<file path="src/rtl/tff_pkg.sv">
// Shared constants and helpers for the T flip-flop bank and its board-rate divider.
package tff_pkg;

    localparam int MODE_BANK  = 0;
    localparam int MODE_CHAIN = 1;

    // Counter width needed to hold values 0..value-1. Never returns less than 1.
    function automatic int clog2_min1(input int value);
        return (value <= 2) ? 1 : $clog2(value);
    endfunction

endpackage

</file>
<file path="src/rtl/tff_bank_tick_gen.sv">
// Clock-enable divider: strobes tick once every DIV_COUNT+1 enabled clk cycles.
module tick_gen #(
    parameter int DIV_COUNT = 49_999_999,
    parameter int CNT_W     = 26
) (
    input  logic clk,
    input  logic rst_n,
    input  logic en,
    input  logic clr,
    output logic tick
);

    localparam logic [CNT_W-1:0] TERMINAL = CNT_W'(DIV_COUNT);

    logic [CNT_W-1:0] cnt_q;
    logic [CNT_W-1:0] cnt_d;

    // Decoded from the registered count so tick is glitch-free relative to clk.
    assign tick = en & ~clr & (cnt_q == TERMINAL);

    always_comb begin
        cnt_d = cnt_q;
        if (clr || tick) begin
            cnt_d = '0;
        end else if (en) begin
            cnt_d = cnt_q + CNT_W'(1);
        end
    end

    always_ff @(posedge clk or negedge rst_n) begin
        if (!rst_n) begin
            cnt_q <= '0;
        end else begin
            cnt_q <= cnt_d;
        end
    end

endmodule

</file>
<file path="src/rtl/tff_bank.sv">
// WIDTH-channel T flip-flop bank stepped by a divided tick; MODE selects independent bits or counter.
// Define TFF_BANK_EDGE_EN to turn each t[i] into a synchronized, edge-latched press request.
module tff_bank
    import tff_pkg::*;
#(
    parameter int WIDTH     = 8,
    parameter int DIV_COUNT = 49_999_999,
    parameter int CNT_W     = clog2_min1(DIV_COUNT + 1),
    parameter int MODE      = MODE_BANK
) (
    input  logic             clk,
    input  logic             rst_n,
    input  logic             en,
    input  logic             clr,
    input  logic [WIDTH-1:0] t,
    output logic [WIDTH-1:0] q,
    output logic [WIDTH-1:0] qb,
    output logic             tick,
    output logic             wrap
);

    logic [WIDTH-1:0] t_eff;
    logic [WIDTH-1:0] tg;
    logic [WIDTH-1:0] q_q;
    logic [WIDTH-1:0] q_d;
    logic             wrap_q;
    logic             wrap_d;
    logic             carry;

    tick_gen #(
        .DIV_COUNT (DIV_COUNT),
        .CNT_W     (CNT_W)
    ) u_tick_gen (
        .clk   (clk),
        .rst_n (rst_n),
        .en    (en),
        .clr   (clr),
        .tick  (tick)
    );

`ifdef TFF_BANK_EDGE_EN
    logic [WIDTH-1:0] sync1_q;
    logic [WIDTH-1:0] sync2_q;
    logic [WIDTH-1:0] prev_q;
    logic [WIDTH-1:0] pending_q;
    logic [WIDTH-1:0] pending_d;
    logic [WIDTH-1:0] rise;

    assign rise  = sync2_q & ~prev_q;
    assign t_eff = pending_q;

    // Only bits actually used by tg are consumed; an edge seen this cycle survives the tick.
    always_comb begin
        pending_d = pending_q | rise;
        if (clr) begin
            pending_d = '0;
        end else if (tick) begin
            pending_d = (pending_q & ~tg) | rise;
        end
    end

    always_ff @(posedge clk or negedge rst_n) begin
        if (!rst_n) begin
            sync1_q   <= '0;
            sync2_q   <= '0;
            prev_q    <= '0;
            pending_q <= '0;
        end else begin
            sync1_q   <= t;
            sync2_q   <= sync1_q;
            prev_q    <= sync2_q;
            pending_q <= pending_d;
        end
    end
`else
    assign t_eff = t;
`endif

    // In chain mode a bit toggles only when every lower bit is already one.
    always_comb begin
        tg    = '0;
        carry = 1'b1;
        for (int i = 0; i < WIDTH; i++) begin
            tg[i] = t_eff[i] & carry;
            carry = carry & q_q[i];
        end
        if (MODE != MODE_CHAIN) begin
            tg = t_eff;
        end
    end

    always_comb begin
        q_d    = q_q;
        wrap_d = 1'b0;
        if (clr) begin
            q_d = '0;
        end else if (tick) begin
            q_d    = q_q ^ tg;
            wrap_d = (MODE == MODE_CHAIN) && (&q_q) && (q_d == '0);
        end
    end

    always_ff @(posedge clk or negedge rst_n) begin
        if (!rst_n) begin
            q_q    <= '0;
            wrap_q <= 1'b0;
        end else begin
            q_q    <= q_d;
            wrap_q <= wrap_d;
        end
    end

    assign q    = q_q;
    assign qb   = ~q_q;
    assign wrap = wrap_q;

endmodule

</file>
<file path="config.mk">
export PLATFORM = sky130hd
export DESIGN_NAME = tff_bank
export DESIGN_NICKNAME = d
export VERILOG_FILES = /design/src/rtl/tff_pkg.sv /design/src/rtl/tff_bank_tick_gen.sv /design/src/rtl/tff_bank.sv
export SDC_FILE = /design/constraint.sdc
export NUM_CORES = 1
export LEC_CHECK = 0
export ABC_AREA = 1
export CAP_MARGIN = 10
export CORE_AREA = 3 3 79 81
export DETAILED_ROUTE_END_ITERATION = 7
export DIE_AREA = 0 0 82 84
export PLACE_DENSITY_LB_ADDON = 0.1
export SYNTH_ARGS = -nofsm -noshare
export SYNTH_HDL_FRONTEND = slang
export SYNTH_HIERARCHICAL = 1
export SYNTH_SLANG_ARGS = --single-unit
export TNS_END_PERCENT = 20
</file>
<file path="constraint.sdc">
create_clock -name clk -period 2.1 [get_ports clk]
set_input_delay 0.42 -clock clk [delete_from_list [all_inputs] [get_ports clk]]
set_output_delay 0.42 -clock clk [all_outputs]
set_load 0.01 [all_outputs]
</file>
Yosys cells after proc, flatten, opt, wreduce, memory -nomap -nowiden
Index checks and enable logic that the tools add are counted.
- bits in registers: 34
- input port bits: 12
- output and inout port bits: 18
- word-level logic and storage cells: 16
- add/subtract/negate cells: 1
- equality and inequality tests: 1
- muxes and demuxes: 4
- bitwise gates (word level): 5
- reduce and logical (&&, ||, !) cells: 3
- operator list (operator ; number):
    26-bit 2-to-1 mux ; 2
    26-bit by 1-bit adder with 26-bit output (second input constant) ; 1
    26-bit equality test (second input constant) ; 1
    8-bit 2-to-1 mux ; 2
    8-bit inverter ; 1
    8-bit XOR ; 1
    2-bit nonzero test ; 2
    1-bit AND ; 2
    1-bit logical OR ; 1
    1-bit inverter ; 1

Logic depth before layout (Yosys ltp)
- depth in word-level cells: 5
- mapped depth: 11
- depth with buffers taken out: 10

By module
Netlist, hierarchy kept.
- by module, submodules not included (module ; instances ; cells an instance ; area an instance (sq um) ; seq. area each (sq um)):
    tick_gen ; 1 ; 278 ; 1804.2 ; 650.6
    tff_bank ; 1 ; 53 ; 424.2 ; 200.2

Worst setup path after synthesis
Ideal clock, no wire load.
- path kind: input -> register
- start: in en
- end: reg q_q[2], in the netlist q[2]
- library setup time: 119 ps
- data arrival time: 1455 ps
- data required time: 1981 ps
- slack: 525 ps
- stages on the path: 10
- buffers on the path: 3
- cell sequence: buf_4 > nand2_1 > nor2_1 > nand3_2 > nor2_4 > buf_6 > buf_8 > nand3_2 > nand2_1 > nor2_1
- longest elaborated chain between the ends: 3
- RTL lines (what ; RTL line ; source):
    from (decl) ; tff_bank.sv:13 ; input logic en,
    1-bit AND (2 in series) ; tff_bank_tick_gen.sv:19 ; assign tick = en & ~clr & (cnt_q == TERMINAL);
    net tick ; tff_bank.sv:18 ; output logic tick,
    2-bit nonzero test (no line) ; -- ;
    to (signal assigned) ; tff_bank.sv:108 ; q_q <= q_d;
    to (decl) ; tff_bank.sv:24 ; logic [WIDTH-1:0] q_q;
The timed path passes the listed nets, and every way through them passes these cells.
A chain may end at the register's enable or synchronous reset.

Worst setup path after layout
- start: in en
- end: out tick
- longest elaborated chain between the ends: 2
- RTL lines (what ; RTL line):
    1-bit AND (2 in series) ; tff_bank_tick_gen.sv:19
    to (decl) ; tff_bank.sv:18
No other way between the ends.

==> flow_summary.json <==
{
  "vias": 2096,
  "fin_worst_skew_ns": 0.00663,
  "grt.overflow.total": 0,
  "crit_path_start_kind": "input port",
  "clock-sinks": 34,
  "cts_setup_buffers": 0,
  "end_kind": "primary output",
  "fin_crit_ns": 2.05,
  "grt_max_degree": 35,
  "yosys-top-cells-area": "dfrtp_1 38%, nand2_1 17%, nor2_1 9.1%",
  "crit_path_max_incr_delay_ns": 0.51,
  "n_fill_cell": 570,
  "wl_per_cell_um": 11.8,
  "placementRows": 27,
  "io_pins": 30,
  "post-route-util": 0.500,
  "period_share": 0.975,
  "numPlacedInstances": 440,
  "grt_pass1_wl_um": 9140,
  "ir_worst_vdd_uv": 271,
  "final.setup.worst_slack_ns": 0.0529,
  "post-place-ws_ns": -0.281,
  "synthCells": 331,
  "outcome": "completed",
  "synth_top_cell_by_area": "dfrtp_1",
  "instances_no_fill": 448,
  "dp_hpwl_um": 4010,
  "yosys_warnings": 6,
  "antenna_cells": 0,
  "synth_cell_types": 26,
  "worstPathMaxFanout": 2,
  "worstPathArrival_ns": 1.63,
  "synthMuxAreaShare": 0,
  "synth_top_family_by_area": "simple AND/OR/NAND/NOR gates",
  "clkTransAtPathRegs_ns": 0.07,
  "worst-path-buf-inv": 2,
  "die_w_um": 82,
  "clk_latency_ns": 0.29,
  "ctsHtreeMaxLevel": 2,
  "core-area_um2": 5540,
  "cts_tree": "done",
  "whs_ns": 0.541,
  "dr.pass1.iters": 4,
  "synth_area_per_cell_um2": 6.73,
  "layout.nets": 388,
  "synthAdderAreaFrac": 0.00561,
  "numCtsBuffers": 5,
  "areaGrowthSynthToFinish_pct": 24.4,
  "maxCapViolCount": 0,
  "antenna_found_initial": 0,
  "syn-num-nets": 344,
  "drc": 0,
  "track_usage": 0.170,
  "tightest_slew_ns": 0.560,
  "finalHoldViolCount": 0,
  "critical_path_required_ns": 1.68,
  "max_clock_freq_mhz": 489,
  "ys_seq_area_frac": 0.382,
  "drtIter0Drc": 116,
  "power_density_nw_per_um2": 475,
  "hold_class": "in -> async",
  "rsz0062_at_grt": "false",
  "drive_above_1_share": 0.138,
  "synth-compound-area-share": 0.0225,
  "yosys.area.top_type_share": 0.382,
  "chipHeight_um": 84,
  "cpLargestDelayFamily": "buffers and inverters",
  "die_area_um2": 6890,
  "crit_type": "in -> out",
  "p_leak_nw": 1.23,
  "ant_nets": 0,
  "finalSetupViolCount": 0,
  "io_buffers": 28,
  "cts_root_buf": "clkbuf_8",
  "clockBufferDepth": 2,
  "synth-simple-area-share": 0.448,
  "finalPower_mw": 1.32,
  "synth_seq_cells": 34,
  "synth_xor_xnor_area_share": 0.0314,
  "gp_congestion": 0.878,
  "drt_wl_total_um": 5280,
  "vias_per_cell": 4.68,
  "start_util": 0.402,
  "grt_pass1_vias": 1937,
  "crit_path_top_delay_cell": "clkdlybuf4s50_1",
  "crit_chain": "clkdlybuf4s50_1 > nand2_1 > nor2_2 > nand3_2 > nor2_4 > clkdlybuf4s15_1",
  "syn_area_um2": 2230,
  "finalMaxSlewViolations": 0,
  "max_slew_margin": 0.625
}
## metal layers
metal / vias to the layer above / share of wire / global-route usage
met3: 6 / 0.049 / 0.0400
met2: 53 / 0.45 / 0.264
met5: - / 0 / 0
li1: 1106 / - / -
met4: 0 / 0.013 / 0.0634
met1: 931 / 0.48 / 0.228
## worst reg2reg max path: cells and delay by family (launching register included)
family	cells	cell delay (ns)
buf+inv	2	0.35
flops	1	0.38
fa+ha+maj	1	0.24
simple gates	6	0.60
## state kept, by name, summed over array words and instances (netlist names)
signal	cells
u_tick_gen/cnt_q	26
q	8
## repair_timing
action,CTS,global route
pin swaps,0,1
resized for setup,2,2
setup endpoints to repair,1,1
hold buffers,0,0
## stage by stage
step	TNS, ns	instance area, um^2
floorplan	0	2230
global placement	-0.284	2660
detailed placement	-0.281	2660
CTS	0	2770
global route	0	2770
finish	0	2770
## where the power goes
part | total [mW] | internal, mW | switching (mW) | leakage [nW]
combinational | 0.0877 | 0.0350 | 0.0527 | 0.697
clock | 0.570 | 0.331 | 0.239 | 0.0575
sequential | 0.660 | 0.658 | 0.00207 | 0.474
total | 1.32 | 1.02 | 0.294 | 1.23
## cell type report
cell class                 count  area (um^2)  area share
multi-input combinational    244         1140       0.412
sequential                    34          851       0.307
timing repair buffer          44          400       0.144
inverter                      46          180      0.0650
clock buffer                   8          110      0.0397
tap                           72         90.1      0.0325
## final timing paths
kind                                        endpoint                 from  slack [ns]  cells after the start
worst max register to register  u_tick_gen/cnt_q[11]  u_tick_gen/cnt_q[0]        0.46                      9
min in group clk                                q[6]                 q[6]        0.56                      2
max in group asynchronous        u_tick_gen/cnt_q[3]                rst_n        1.24                      2
worst min-delay path                            q[0]                rst_n        0.54                      2
worst max-delay path                            tick                   en        0.05                      6
worst min register to register                  q[6]                 q[6]        0.56                      2
## layout by cell type, fill, tap and decap left out, drive strengths merged
master / count
nor2: 69
nand2: 106
clkbuf: 8
nand3: 36
clkdlybuf4s50: 27
nand3b: 2
conb: 1
clkdlybuf4s15: 1
dfrtp: 34
o21ai: 1
ha: 1
clkinv: 1
nand4: 9
inv: 45
nor3: 1
xnor2: 2
a21oi: 9
xor2: 6
and2: 1
buf: 16
## cells in the mapped netlist
master and count:
inv_4 1, xnor2_1 2, dfrtp_1 34, conb_1 1, buf_8 2, nor3_1 1, nor2_4 3, buf_4 2
clkbuf_1 2, inv_1 42, o21ai_0 1, xor2_1 6, a21oi_1 9, nor2_2 12, nand2_2 4, buf_6 1
nand4_1 9, nand3b_1 2, nand2_1 102, inv_2 2, ha_1 1, nand3_2 3, nand3_1 33, clkinv_4 1
and2_1 1, nor2_1 54
## cells by family after synthesis
kind of cell,after synthesis
AND/OR/NAND/NOR,224
buffers and inverters,53
flip-flops,34
AO/OA/AOI/OAI,10
XOR/XNOR,8
adder cells (fa/ha/maj),1
other,1
Note: power is estimated with default switching activity, not from simulation.
